$ cat config.mk
export PLATFORM = sky130hd
export DESIGN_NAME = clint_multi
export DESIGN_NICKNAME = d
export VERILOG_FILES = /design/src/rtl/clint_multi.sv
export SDC_FILE = /design/constraint.sdc
export NUM_CORES = 1
export LEC_CHECK = 0
export BUFFER_PORTS_ARGS = -buffer_cell sky130_fd_sc_hd__buf_4
export CORE_MARGIN = 4
export CORE_UTILIZATION = 35
export CTS_CLUSTER_SIZE = 28
export DETAILED_ROUTE_END_ITERATION = 12
export GPL_TIMING_DRIVEN = 1
export SLEW_MARGIN = 25
export SYNTH_ARGS = -nofsm -noshare
export SYNTH_HDL_FRONTEND = slang
export SYNTH_SLANG_ARGS = --single-unit
$ cat constraint.sdc
create_clock -name clk -period 7.6 [get_ports clk]
set_clock_uncertainty 0.2 [all_clocks]
set_input_delay 1.52 -clock clk [delete_from_list [all_inputs] [get_ports clk]]
set_output_delay 1.52 -clock clk [all_outputs]
set_load 0.01 [all_outputs]
$ cat src/rtl/clint_multi.sv
// -----------------------------------------------------------------------------
// clint_multi
// Core-local interruptor for the multicore CPU. It holds one shared 64-bit
// mtime and, for each hart, a 64-bit mtimecmp and a 1-bit msip. It drives one
// timer and one software interrupt line to each hart.
//
// Ports
//   clk, rst_n         system clock, asynchronous active-low reset
//   req_valid/we/addr  register bus request, accepted every cycle
//   req_wdata          32-bit write data (full word only)
//   rsp_valid          response strobe, one cycle after each request
//   rsp_rdata          registered read data (0 for writes and errors)
//   rsp_err            unmapped, misaligned or out-of-range hart access
//   timer_irq[h]       mtime >= mtimecmp[h]
//   soft_irq[h]        msip[h]
//   mtime_out          current mtime, for debug and trace
// -----------------------------------------------------------------------------
module clint_multi #(
  parameter int NUM_HARTS = 2,
  parameter int PRESCALE  = 1,
  parameter int ADDR_W    = 16
) (
  input  logic                 clk,
  input  logic                 rst_n,
  input  logic                 req_valid,
  input  logic                 req_we,
  input  logic [ADDR_W-1:0]    req_addr,
  input  logic [31:0]          req_wdata,
  output logic                 rsp_valid,
  output logic [31:0]          rsp_rdata,
  output logic                 rsp_err,
  output logic [NUM_HARTS-1:0] timer_irq,
  output logic [NUM_HARTS-1:0] soft_irq,
  output logic [63:0]          mtime_out
);

  localparam int              PS_W     = (PRESCALE > 1) ? $clog2(PRESCALE) : 1;
  localparam logic [PS_W-1:0] PS_MAX   = PS_W'(PRESCALE - 1);
  localparam logic [4:0]      NH       = 5'(NUM_HARTS);
  localparam logic [ADDR_W-1:0] CMP_BASE = ADDR_W'(32'h4000);
  localparam logic [ADDR_W-1:0] MTIME_LO = ADDR_W'(32'hBFF8);
  localparam logic [ADDR_W-1:0] MTIME_HI = ADDR_W'(32'hBFFC);

  logic [PS_W-1:0]      cnt_q, cnt_d;
  logic [63:0]          mtime_q, mtime_d;
  logic [63:0]          cmp_q [NUM_HARTS];
  logic [63:0]          cmp_d [NUM_HARTS];
  logic [NUM_HARTS-1:0] msip_q, msip_d;
  logic                 rsp_valid_q, rsp_valid_d;
  logic                 rsp_err_q, rsp_err_d;
  logic [31:0]          rsp_rdata_q, rsp_rdata_d;

  logic       aligned, msip_hit, cmp_hit, mt_lo_hit, mt_hi_hit, hit;
  logic [3:0] msip_idx, cmp_idx;
  logic       cmp_upper;
  logic       tick, wr;
  logic [31:0] rd_val;

  // Address decode. msip occupies 0x0000..0x003F (4 bytes per hart) and
  // mtimecmp occupies 0x4000..0x407F (8 bytes per hart); hart slots at or
  // beyond NUM_HARTS decode as errors.
  always_comb begin
    aligned   = (req_addr[1:0] == 2'b00);
    msip_idx  = req_addr[5:2];
    cmp_idx   = req_addr[6:3];
    cmp_upper = req_addr[2];
    msip_hit  = aligned && ((req_addr >> 6) == '0) && ({1'b0, msip_idx} < NH);
    cmp_hit   = aligned && ((req_addr >> 7) == (CMP_BASE >> 7)) && ({1'b0, cmp_idx} < NH);
    mt_lo_hit = (req_addr == MTIME_LO);
    mt_hi_hit = (req_addr == MTIME_HI);
    hit       = msip_hit || cmp_hit || mt_lo_hit || mt_hi_hit;
  end

  // Read mux: always the pre-edge register contents.
  always_comb begin
    rd_val = '0;
    for (int h = 0; h < NUM_HARTS; h++) begin
      if (msip_hit && msip_idx == 4'(h)) rd_val = {31'b0, msip_q[h]};
      if (cmp_hit && cmp_idx == 4'(h))   rd_val = cmp_upper ? cmp_q[h][63:32] : cmp_q[h][31:0];
    end
    if (mt_lo_hit) rd_val = mtime_q[31:0];
    if (mt_hi_hit) rd_val = mtime_q[63:32];
  end

  // Next-state logic. A software write to either mtime half replaces the
  // increment in that cycle and leaves the other half untouched.
  always_comb begin
    wr    = req_valid && req_we;
    tick  = (cnt_q == PS_MAX);
    cnt_d = tick ? '0 : cnt_q + PS_W'(1);

    mtime_d = tick ? mtime_q + 64'd1 : mtime_q;
    if (wr && mt_lo_hit) mtime_d = {mtime_q[63:32], req_wdata};
    if (wr && mt_hi_hit) mtime_d = {req_wdata, mtime_q[31:0]};

    msip_d = msip_q;
    for (int h = 0; h < NUM_HARTS; h++) begin
      cmp_d[h] = cmp_q[h];
      if (wr && msip_hit && msip_idx == 4'(h)) msip_d[h] = req_wdata[0];
      if (wr && cmp_hit && cmp_idx == 4'(h)) begin
        if (cmp_upper) cmp_d[h][63:32] = req_wdata;
        else           cmp_d[h][31:0]  = req_wdata;
      end
    end

    rsp_valid_d = req_valid;
    rsp_err_d   = req_valid && !hit;
    rsp_rdata_d = (req_valid && !req_we && hit) ? rd_val : '0;
  end

  always_ff @(posedge clk or negedge rst_n) begin
    if (!rst_n) begin
      cnt_q       <= '0;
      mtime_q     <= '0;
      msip_q      <= '0;
      rsp_valid_q <= 1'b0;
      rsp_err_q   <= 1'b0;
      rsp_rdata_q <= '0;
      for (int h = 0; h < NUM_HARTS; h++) cmp_q[h] <= '1;
    end else begin
      cnt_q       <= cnt_d;
      mtime_q     <= mtime_d;
      msip_q      <= msip_d;
      rsp_valid_q <= rsp_valid_d;
      rsp_err_q   <= rsp_err_d;
      rsp_rdata_q <= rsp_rdata_d;
      for (int h = 0; h < NUM_HARTS; h++) cmp_q[h] <= cmp_d[h];
    end
  end

  // Interrupt levels come straight from registered state.
  always_comb begin
    for (int h = 0; h < NUM_HARTS; h++) timer_irq[h] = (mtime_q >= cmp_q[h]);
  end

  assign soft_irq  = msip_q;
  assign mtime_out = mtime_q;
  assign rsp_valid = rsp_valid_q;
  assign rsp_err   = rsp_err_q;
  assign rsp_rdata = rsp_rdata_q;

endmodule

==> results.json <==
{
  "num_vias": 13300,
  "clockBufferDepth": 3,
  "clkTransAtPathRegs_ps": 60,
  "synth_top_family_by_area": "compound AO/OA/AOI/OAI gates",
  "gr-usage-all-layers": 0.215,
  "slowest_delay_ps": 710,
  "synthCells": 1685,
  "ant_nets": 0,
  "yosys.area.top_type": "dfstp_2",
  "diodes": 0,
  "gp_congestion": 0.855,
  "place_area_um2": 16100,
  "timing.fmax_mhz": 190,
  "synth-edff-count": 0,
  "post-place-ws_ps": 2490,
  "syn-cell-area_um2": 14600,
  "first_pass_iters": 6,
  "finalSetupViolations": 0,
  "crit_fanout": 3,
  "setup_tns_ps": 0,
  "cts_made_buffers": 29,
  "relSlewSlack": 0.240,
  "critPathCaptureType": "primary output",
  "synthMuxAreaShare": 0.0283,
  "synth_area_leaders": "dfstp_2 23%, dfrtp_1 17%, ha_1 11%",
  "htreeDepth": 1,
  "worst_setup_path_start_kind": "flip-flop",
  "fin_cells": 2335,
  "min_period_over_period": 0.694,
  "fillers": 4077,
  "synth_compound_area_frac": 0.209,
  "final_common_cell": "nand2_1",
  "start_util": 0.355,
  "layout-drive-gt1-share": 0.219,
  "overflow": 0,
  "synth.top_cell.area_share": 0.231,
  "worstPathCellList": "inv_1 -> ha_1 -> a21o_1 -> a211o_1 -> a2111oi_0 -> o21ai_0 -> a221oi_1 -> o211ai_1 -> buf_4",
  "worst_slack_ps": 2330,
  "yosysUniqueCellTypes": 69,
  "rsz0062_at_grt": "false",
  "wl_mm": 49.5,
  "whs_ps": 315,
  "ctsResizeCount": 0,
  "arrival_ps": 3550,
  "syn_nets": 1866,
  "synthSimpleGateAreaFrac": 0.183,
  "drv_cap": 0,
  "die_area_um2": 44900,
  "critPathKind": "flip-flop to primary output",
  "clk_latency_ps": 570,
  "max-vdd-ir-drop_mv": 0.128,
  "powerDensity_nw_per_um2": 169,
  "cts-hold-fix-buffers": 0,
  "die_w_um": 212,
  "async_flop_share": 1.00,
  "synthAdderAreaFrac": 0.111,
  "final.min_clock_period_ps": 5270,
  "design_area_um2": 17000,
  "final_nets": 1962,
  "grt_antenna_before_repair": 1,
  "fp.dieH_um": 212,
  "total_power_mw": 2.88,
  "synth_area_per_cell_um2": 8.64,
  "ys.flop_type": "dfstp_2",
  "post_cts_buffers": 0,
  "p_leak_nw": 8.28,
  "num_io_pins": 154,
  "grt_max_degree": 147,
  "wl_per_cell_um": 21.2,
  "drt-initial-drc-count": 1235,
  "hold_viol_final": 0,
  "clock-root-buffer": "clkbuf_16",
  "portBuffers": 153,
  "viasPerCell": 5.68,
  "syn2layout_area_growth_pct": 17.0,
  "cts.sinks": 228,
  "seq_area_frac_synth": 0.403,
  "crit_slowest_cell": "a221oi_1",
  "maxSlewViolCount": 0,
  "route.detailed.drc": 0,
  "grt_pass1_vias": 13000,
  "dp_cells": 2282,
  "core_area_um2": 41000,
  "cts_tree": "built",
  "status": "completed",
  "grt_pass1_wl_mm": 77.0,
  "synth_xor_xnor_area_share": 0,
  "std_cell_rows": 74,
  "synth_seq_cells": 228,
  "worst_slew_pin_slew_ps": 1130,
  "post-route-util": 0.416,
  "ys_warn_count": 0,
  "layout_common_cells": "287 x nand2_1, 249 x o21ai_0, 164 x buf_4",
  "holdCritPathClass": "flip-flop to flip-flop",
  "worstPathRequired_ps": 5880,
  "dp_hpwl_mm": 34.6
}
[worst max-delay path: cells and delay by family (launching register included)]
family / cells / cell delay (ps)
compound gates: 6 / 1940
flops: 1 / 510
fa+ha+maj: 1 / 290
buf+inv: 2 / 250
[cell usage after synthesis, types with 32 or more instances]
master / number
a222oi_1: 32
nor2_1: 71
buf_2: 39
clkbuf_1: 54
o21ai_0: 249
dfrtp_1: 100
nand3_1: 55
nand4_1: 43
mux2_2: 33
inv_1: 137
ha_1: 129
a21oi_1: 67
nand2_1: 287
dfstp_2: 128
[flip-flops by register name, summed over array words and instances, names as in the netlist]
signal / count
cmp_q: 128
mtime_out: 64
rsp_rdata: 32
soft_irq: 2
rsp_err: 1
rsp_valid: 1
[logic make-up (layout without fill, tap and decap cells)]
group                    after synthesis  after routing
AND/OR/NAND/NOR                      562            562
AO/OA/AOI/OAI                        491            491
buffers and inverters                238            356
flip-flops                           228            228
adder cells (fa/ha/maj)              129            129
multiplexers                          37             37
[report_power, final]
group	switching, mW	leakage (nW)	total [mW]	internal [mW]
Sequential	0.0359	2.59	1.27	1.23
Combinational	0.116	5.20	0.189	0.0735
Clock	0.563	0.490	1.43	0.864
[path summary, 6_finish.rpt]
| check | from | endpoint | slack (ps) | depth (start not counted) |
|---|---|---|---|---|
| hold / removal | cmp_q[50] | cmp_q[50] | 320 | 2 |
| hold reg to reg | cmp_q[50] | cmp_q[50] | 320 | 2 |
| setup / recovery | cmp_q[73] | timer_irq[0] | 2330 | 9 |
| setup reg to reg | mtime_out[26] | mtime_out[55] | 4280 | 6 |
| max in group asynchronous | rst_n | mtime_out[36] | 5090 | 2 |
| min in group asynchronous | rst_n | rsp_rdata[20] | 770 | 1 |
[metal layers]
metal | vias up | wire, um | GRT usage
met5 | - | 17 | 0
met4 | 2 | 1100 | 0.0519
met3 | 74 | 3460 | 0.0385
met2 | 463 | 22600 | 0.343
met1 | 6471 | 22400 | 0.305
li1 | 6260 | - | -
[area by class of cell]
| type | instances | area, um2 | area share |
|---|---|---|---|
| multi-input combinational | 1219 | 7750 | 0.455 |
| sequential | 228 | 5870 | 0.344 |
| timing repair buffer | 166 | 1270 | 0.0743 |
| clock buffer | 45 | 886 | 0.0520 |
| tap | 532 | 666 | 0.0390 |
| inverter | 137 | 514 | 0.0302 |
| clock inverter | 8 | 96.3 | 0.00565 |
(Power assumes the default switching activity.)
